$ cat src/rtl/qep_decoder_ch.sv
// qep_decoder_ch: single-channel quadrature decoder (synchroniser, glitch filter, x4 decode,
// modulo-CPR position, index latch). Define QEP_PERIOD_MEAS_EN to add the period output.
module qep_decoder_ch #(
    parameter int POS_W       = 32,
    parameter int SYNC_STAGES = 2,
    parameter int FILT_LEN    = 4,
    parameter int PER_W       = 24
) (
    input  logic             clk,
    input  logic             reset_n,
    input  logic             A,
    input  logic             B,
    input  logic             Z,
    input  logic [POS_W-1:0] cpr,
    input  logic             idx_reset_en,
    input  logic             pos_load,
    input  logic [POS_W-1:0] pos_load_val,
    input  logic             err_clr,
    output logic             pulse,
    output logic             dir,
    output logic [POS_W-1:0] pos,
    output logic [POS_W-1:0] idx_pos,
    output logic             idx_valid,
    output logic             overspeed,
    output logic             err_sticky
`ifdef QEP_PERIOD_MEAS_EN
    ,
    output logic [PER_W-1:0] period
`endif
);

    localparam int CNT_W = (FILT_LEN < 2) ? 1 : $clog2(FILT_LEN);
    localparam int A_I   = 0;
    localparam int B_I   = 1;
    localparam int Z_I   = 2;

    if (SYNC_STAGES < 2 || FILT_LEN < 1 || PER_W < 1 || POS_W < 1) begin : g_param_check
        $error("qep_decoder_ch: illegal parameter value");
    end

    logic [SYNC_STAGES-1:0][2:0] sync_q;
    logic [2:0]                  synced;
    logic [2:0][CNT_W-1:0]       filt_cnt;
    logic [2:0]                  filt;
    logic [2:0]                  filt_prev;

    assign synced = sync_q[SYNC_STAGES-1];

    // NOTE: all state uses non-blocking assignments so every flop samples pre-edge values.
    always_ff @(posedge clk) begin
        if (!reset_n) begin
            sync_q   <= '0;
            filt_cnt <= '0;
            filt     <= '0;
        end else begin
            sync_q[0] <= {Z, B, A};
            for (int i = 1; i < SYNC_STAGES; i++) sync_q[i] <= sync_q[i-1];
            // The counter tracks consecutive samples disagreeing with the filtered value.
            for (int c = 0; c < 3; c++) begin
                if (synced[c] == filt[c]) begin
                    filt_cnt[c] <= '0;
                end else if (filt_cnt[c] == CNT_W'(FILT_LEN - 1)) begin
                    filt[c]     <= synced[c];
                    filt_cnt[c] <= '0;
                end else begin
                    filt_cnt[c] <= filt_cnt[c] + CNT_W'(1);
                end
            end
        end
    end

    logic [1:0]       ab_prev;
    logic [1:0]       ab_cur;
    logic             step_fwd;
    logic             step_rev;
    logic             illegal;
    logic             idx_rise;
    logic [POS_W-1:0] pos_cnt;
    logic [POS_W-1:0] pos_next;

    assign ab_prev  = {filt_prev[A_I], filt_prev[B_I]};
    assign ab_cur   = {filt[A_I], filt[B_I]};
    assign idx_rise = filt[Z_I] & ~filt_prev[Z_I];

    // NOTE: every always_comb output gets a default first so no path can infer a latch.
    always_comb begin
        step_fwd = 1'b0;
        step_rev = 1'b0;
        illegal  = 1'b0;
        case ({ab_prev, ab_cur})
            4'b00_10, 4'b10_11, 4'b11_01, 4'b01_00: step_fwd = 1'b1;
            4'b00_01, 4'b01_11, 4'b11_10, 4'b10_00: step_rev = 1'b1;
            4'b00_11, 4'b11_00, 4'b01_10, 4'b10_01: illegal  = 1'b1;
            default: ;
        endcase
    end

    // Forward wrap uses >= so a position left above a shrunken cpr still wraps to 0.
    always_comb begin
        pos_cnt = pos;
        if (step_fwd) begin
            pos_cnt = (cpr != '0 && pos >= cpr - POS_W'(1)) ? '0 : pos + POS_W'(1);
        end else if (step_rev) begin
            pos_cnt = (pos == '0) ? cpr - POS_W'(1) : pos - POS_W'(1);
        end
        pos_next = pos_cnt;
        if (idx_rise && idx_reset_en) pos_next = '0;
        if (pos_load) pos_next = pos_load_val;
    end

    always_ff @(posedge clk) begin
        if (!reset_n) begin
            filt_prev  <= '0;
            pulse      <= 1'b0;
            dir        <= 1'b0;
            pos        <= '0;
            idx_pos    <= '0;
            idx_valid  <= 1'b0;
            overspeed  <= 1'b0;
            err_sticky <= 1'b0;
        end else begin
            filt_prev <= filt;
            pulse     <= step_fwd | step_rev;
            overspeed <= illegal;
            idx_valid <= idx_rise;
            pos       <= pos_next;
            if (step_fwd) dir <= 1'b1;
            else if (step_rev) dir <= 1'b0;
            if (idx_rise) idx_pos <= pos_cnt;
            if (illegal) err_sticky <= 1'b1;
            else if (err_clr) err_sticky <= 1'b0;
        end
    end

`ifdef QEP_PERIOD_MEAS_EN
    logic [PER_W-1:0] per_cnt;

    // An all-ones period means stopped or stalled; per_cnt saturates instead of wrapping.
    always_ff @(posedge clk) begin
        if (!reset_n) begin
            per_cnt <= '0;
            period  <= '1;
        end else if (step_fwd | step_rev) begin
            per_cnt <= '0;
            period  <= (per_cnt == '1) ? per_cnt : per_cnt + PER_W'(1);
        end else if (per_cnt != '1) begin
            per_cnt <= per_cnt + PER_W'(1);
        end
    end
`endif

endmodule

$ cat config.mk
export PLATFORM = sky130hd
export DESIGN_NAME = qep_decoder_ch
export DESIGN_NICKNAME = d
export VERILOG_FILES = /design/src/rtl/qep_decoder_ch.sv
export SDC_FILE = /design/constraint.sdc
export NUM_CORES = 1
export LEC_CHECK = 0
export ABC_AREA = 1
export BUFFER_PORTS_ARGS = -buffer_cell sky130_fd_sc_hd__buf_2
export CORE_MARGIN = 4
export CORE_UTILIZATION = 58
export DETAILED_ROUTE_END_ITERATION = 10
export PLACE_DENSITY = 0.9
export SETUP_SLACK_MARGIN = 0.1
export SYNTH_ARGS = -nofsm -noshare
export SYNTH_HDL_FRONTEND = slang
export SYNTH_SLANG_ARGS = --single-unit
$ cat constraint.sdc
create_clock -name clk -period 3.4 [get_ports clk]
set_clock_uncertainty 0.05 [all_clocks]
set_input_delay 0.51 -clock clk [delete_from_list [all_inputs] [get_ports clk]]
set_output_delay 0.51 -clock clk [all_outputs]
set_load 0.02 [all_outputs]
==> out/results.txt <==
RSZ-0062 raised after global routing -> no
Number of diodes -> 0
Gr usage total -> 34.2%
Routed WL -> 27.5 mm
Layout net count -> 1637
Post-DRT Antenna Nets -> 0
Post-route DRC violation count -> 0
Syn Inst Count -> 1404
Max-cap check violation count -> 0
P_leak -> 4.80 nW
Fin crit share -> 91.8%
Yosys reg bits -> 87
CP max FO -> 32
Fin crit period -> 3120 ps
Most common cell in the netlist -> nand2_1
Clock sink count -> 87
Synth Flop Type -> dfxtp_1
Worst-Margin Slew -> 1050 ps
Clk buf depth -> 2
HPWL after DPL -> 21.8 mm
Worst skew pair latency -> 350 ps
Pwr Density -> 302 nW/µm²
Top cells by area, synth -> dfxtp_1, nand2_1, nor2_1, inv_1, ha_1
Max Freq -> 320 MHz
Avg Inst Size Synth -> 5.69 µm²
Top cell type by total area after synthesis -> dfxtp_1
CTS tree -> done
Crit path capture type -> flop
Core footprint -> 13300 µm²
Crit path required time -> 3630 ps
Mapped Area -> 7990 µm²
Crit path from -> cpr[0]
First DRT Iteration DRCs -> 913
H-tree Lvls -> 3
Area growth, synth to finish -> 13.7%
Max stage delay on crit path -> 300 ps
Placed Cells incl. Taps -> 1690
Synth top area share -> 21.8%
GR Overflow Total -> 0
Max-slew violation count -> 0
Largest net degree at the start of global routing -> 47
Die area -> 15700 µm²
Hold slack -> 288 ps
Ys Warns -> 0
CP Cell Sequence -> buf_2, inv_1, ha_1, nand2_1, inv_1, nand2_1, nor2_1, nand3_1, and2_1, ha_1, nand2_1, nor2_1, nor3_1, nand2_1, a21oi_1, nand2_1, nand2_1, buf_12, nand2_1, nand2_1, nand2_1, a21oi_1
Count of flip-flops with a built-in enable after synthesis -> 0
Port bufs -> 140
Net count after synthesis -> 1516
Post-DR vias/cell -> 5.53
Crit Path Category -> primary input to flop
I/O pin count -> 141
Number of global-route vias before repair -> 8741
Final Hold Viols -> 0
Sequential-to-total area share from yosys stat -> 21.8%
Worst-path clk slew -> 70 ps
Post-synthesis async set-or-reset flop share -> 0%
Cell mode on critical path -> nand2_1
FF-to-FF End -> idx_pos[18]
Crit path arrival time -> 3350 ps
FF-to-FF setup slack -> 890 ps
GP Congestion -> 0.983
Share of layout cells above drive strength 1 -> 14.9%
Core Rows -> 42
Die Span Y -> 125 µm
Reg2reg start -> pos[0]
Root buf cell -> clkbuf_16
Inserted Clock Buffers -> 9
Crit path capture -> pos[28]
Vias -> 9429
Setup tns final -> 0 ps
Max VDD drop -> 0.000345 V
WL per Instance -> 16.1 µm
Final setup viols -> 0
Initial antenna violation count -> 0
Startpoint types -> primary input
Tot Pwr -> 2.74 mW
CP max stage cell -> nor2_1
R2R cell count -> 13
Max-slew headroom -> 29.8%
1st-pass router iterations -> 5
Die Wd -> 125 µm
Final std cells w/o fill -> 1706
Worst hold path class -> primary input to flop
Top post-synthesis cells by count -> nand2_1, nor2_1, inv_1
CTS Hold Bufs -> 0
Status -> complete, no violations
Global-route wire length before repair -> 43.9 mm
Post-synth cell types -> 39
Effective utilization at floorplan -> 59.9%
==> sequential cells by signal, indices dropped and copies added, names as in the netlist <==
name,count
dir,1
err_sticky,1
filt,3
filt_cnt,6
filt_prev,3
idx_pos,32
idx_valid,1
overspeed,1
pos,32
pulse,1
sync_q,3
synced,3
==> cells in the final DEF (no fill, tap or decap), types with 2 or more instances in the layout <==
master | netlist | final
o21a_1 | 2 | 2
nor3_1 | 17 | 17
buf_4 | 3 | 19
nand2_1 | 421 | 421
inv_2 | 6 | 6
o211ai_1 | 3 | 3
buf_2 | 16 | 140
nand2_2 | 8 | 8
xnor2_1 | 10 | 10
and2_1 | 3 | 3
nor2_4 | 8 | 8
clkinv_4 | 0 | 2
xor2_1 | 37 | 36
ha_1 | 40 | 40
a22oi_1 | 7 | 7
a211oi_1 | 2 | 2
nand4_1 | 14 | 14
clkinv_8 | 0 | 2
a21oi_2 | 3 | 3
nor2_2 | 19 | 20
o21ai_1 | 31 | 33
inv_1 | 171 | 171
clkbuf_16 | 0 | 9
nor4_1 | 2 | 2
a21oi_1 | 79 | 79
nor2_1 | 255 | 254
nor3_2 | 2 | 2
dfxtp_1 | 87 | 87
nand3_1 | 84 | 84
o21ai_0 | 34 | 32
==> worst min-delay path by stage <==
stage              start   endpoint  slack (ps)  cells past startpoint
5_1_grt                Z  sync_q[2]         310                      3
6_report               B  sync_q[1]         290                      3
3_3_place_gp   sync_q[0]  synced[0]         340                      2
4_1_cts                B  sync_q[1]         290                      3
3_5_place_dp   sync_q[1]  synced[1]         350                      2
2_1_floorplan  sync_q[0]  synced[0]         340                      2
==> critical path, delay by kind of cell <==
| kind | cells | cell delay [ps] |
|---|---|---|
| adder cells (fa/ha/maj) | 2 | 440 |
| buffers and inverters | 4 | 460 |
| AND/OR/NAND/NOR | 14 | 1660 |
| AO/OA/AOI/OAI | 2 | 280 |
==> logic make-up (layout without fill, tap and decap cells) <==
| group | count (synthesis) | count (layout) | share of synthesized area, % |
|---|---|---|---|
| buf+inv | 228 | 354 | 12.2 |
| fa+ha+maj | 40 | 40 | 6.26 |
| compound gates | 163 | 163 | 10.8 |
| simple gates | 839 | 839 | 43.8 |
| flops | 87 | 87 | 21.8 |
| xor+xnor | 47 | 47 | 5.15 |
==> routing by layer <==
| layer | vias to the layer above | share of wire, % | GRT usage (%) |
|---|---|---|---|
| li1 | 4626 | - | - |
| met1 | 4215 | 41 | 44.7 |
| met2 | 527 | 46 | 56.9 |
| met3 | 61 | 9.4 | 4.95 |
| met4 | 0 | 3.9 | 13.6 |
| met5 | - | 0 | 0 |
==> power breakdown <==
part | internal, mW | total (mW) | switching (mW)
Clock | 0.518 | 0.994 | 0.476
Sequential | 1.04 | 1.12 | 0.0743
Combinational | 0.220 | 0.631 | 0.411
==> metrics by stage <==
step           instance area [µm²]  setup slack [ps]  utilization [%]
2_1_floorplan                 7990               460                -
3_3_place_gp                  8780              77.6             65.8
3_5_place_dp                  8780             -25.5             65.8
4_1_cts                       9080               325             68.0
5_1_grt                       9090               104             68.1
6_report                      9090               280             68.1
==> layout make-up <==
class	instances	area [µm²]
inverter	178	671
clock buffer	9	225
tap	176	220
fill	1271	4260
multi-input combinational	1089	5290
timing repair buffer	160	863
clock inverter	7	77.6
sequential	87	1740
==> timing repair <==
action / in CTS / in global routing
gates resized for setup: 0 / 3
endpoints found under the setup margin: 0 / 20
setup buffers: 0 / 0
(Power assumes the default switching activity.)
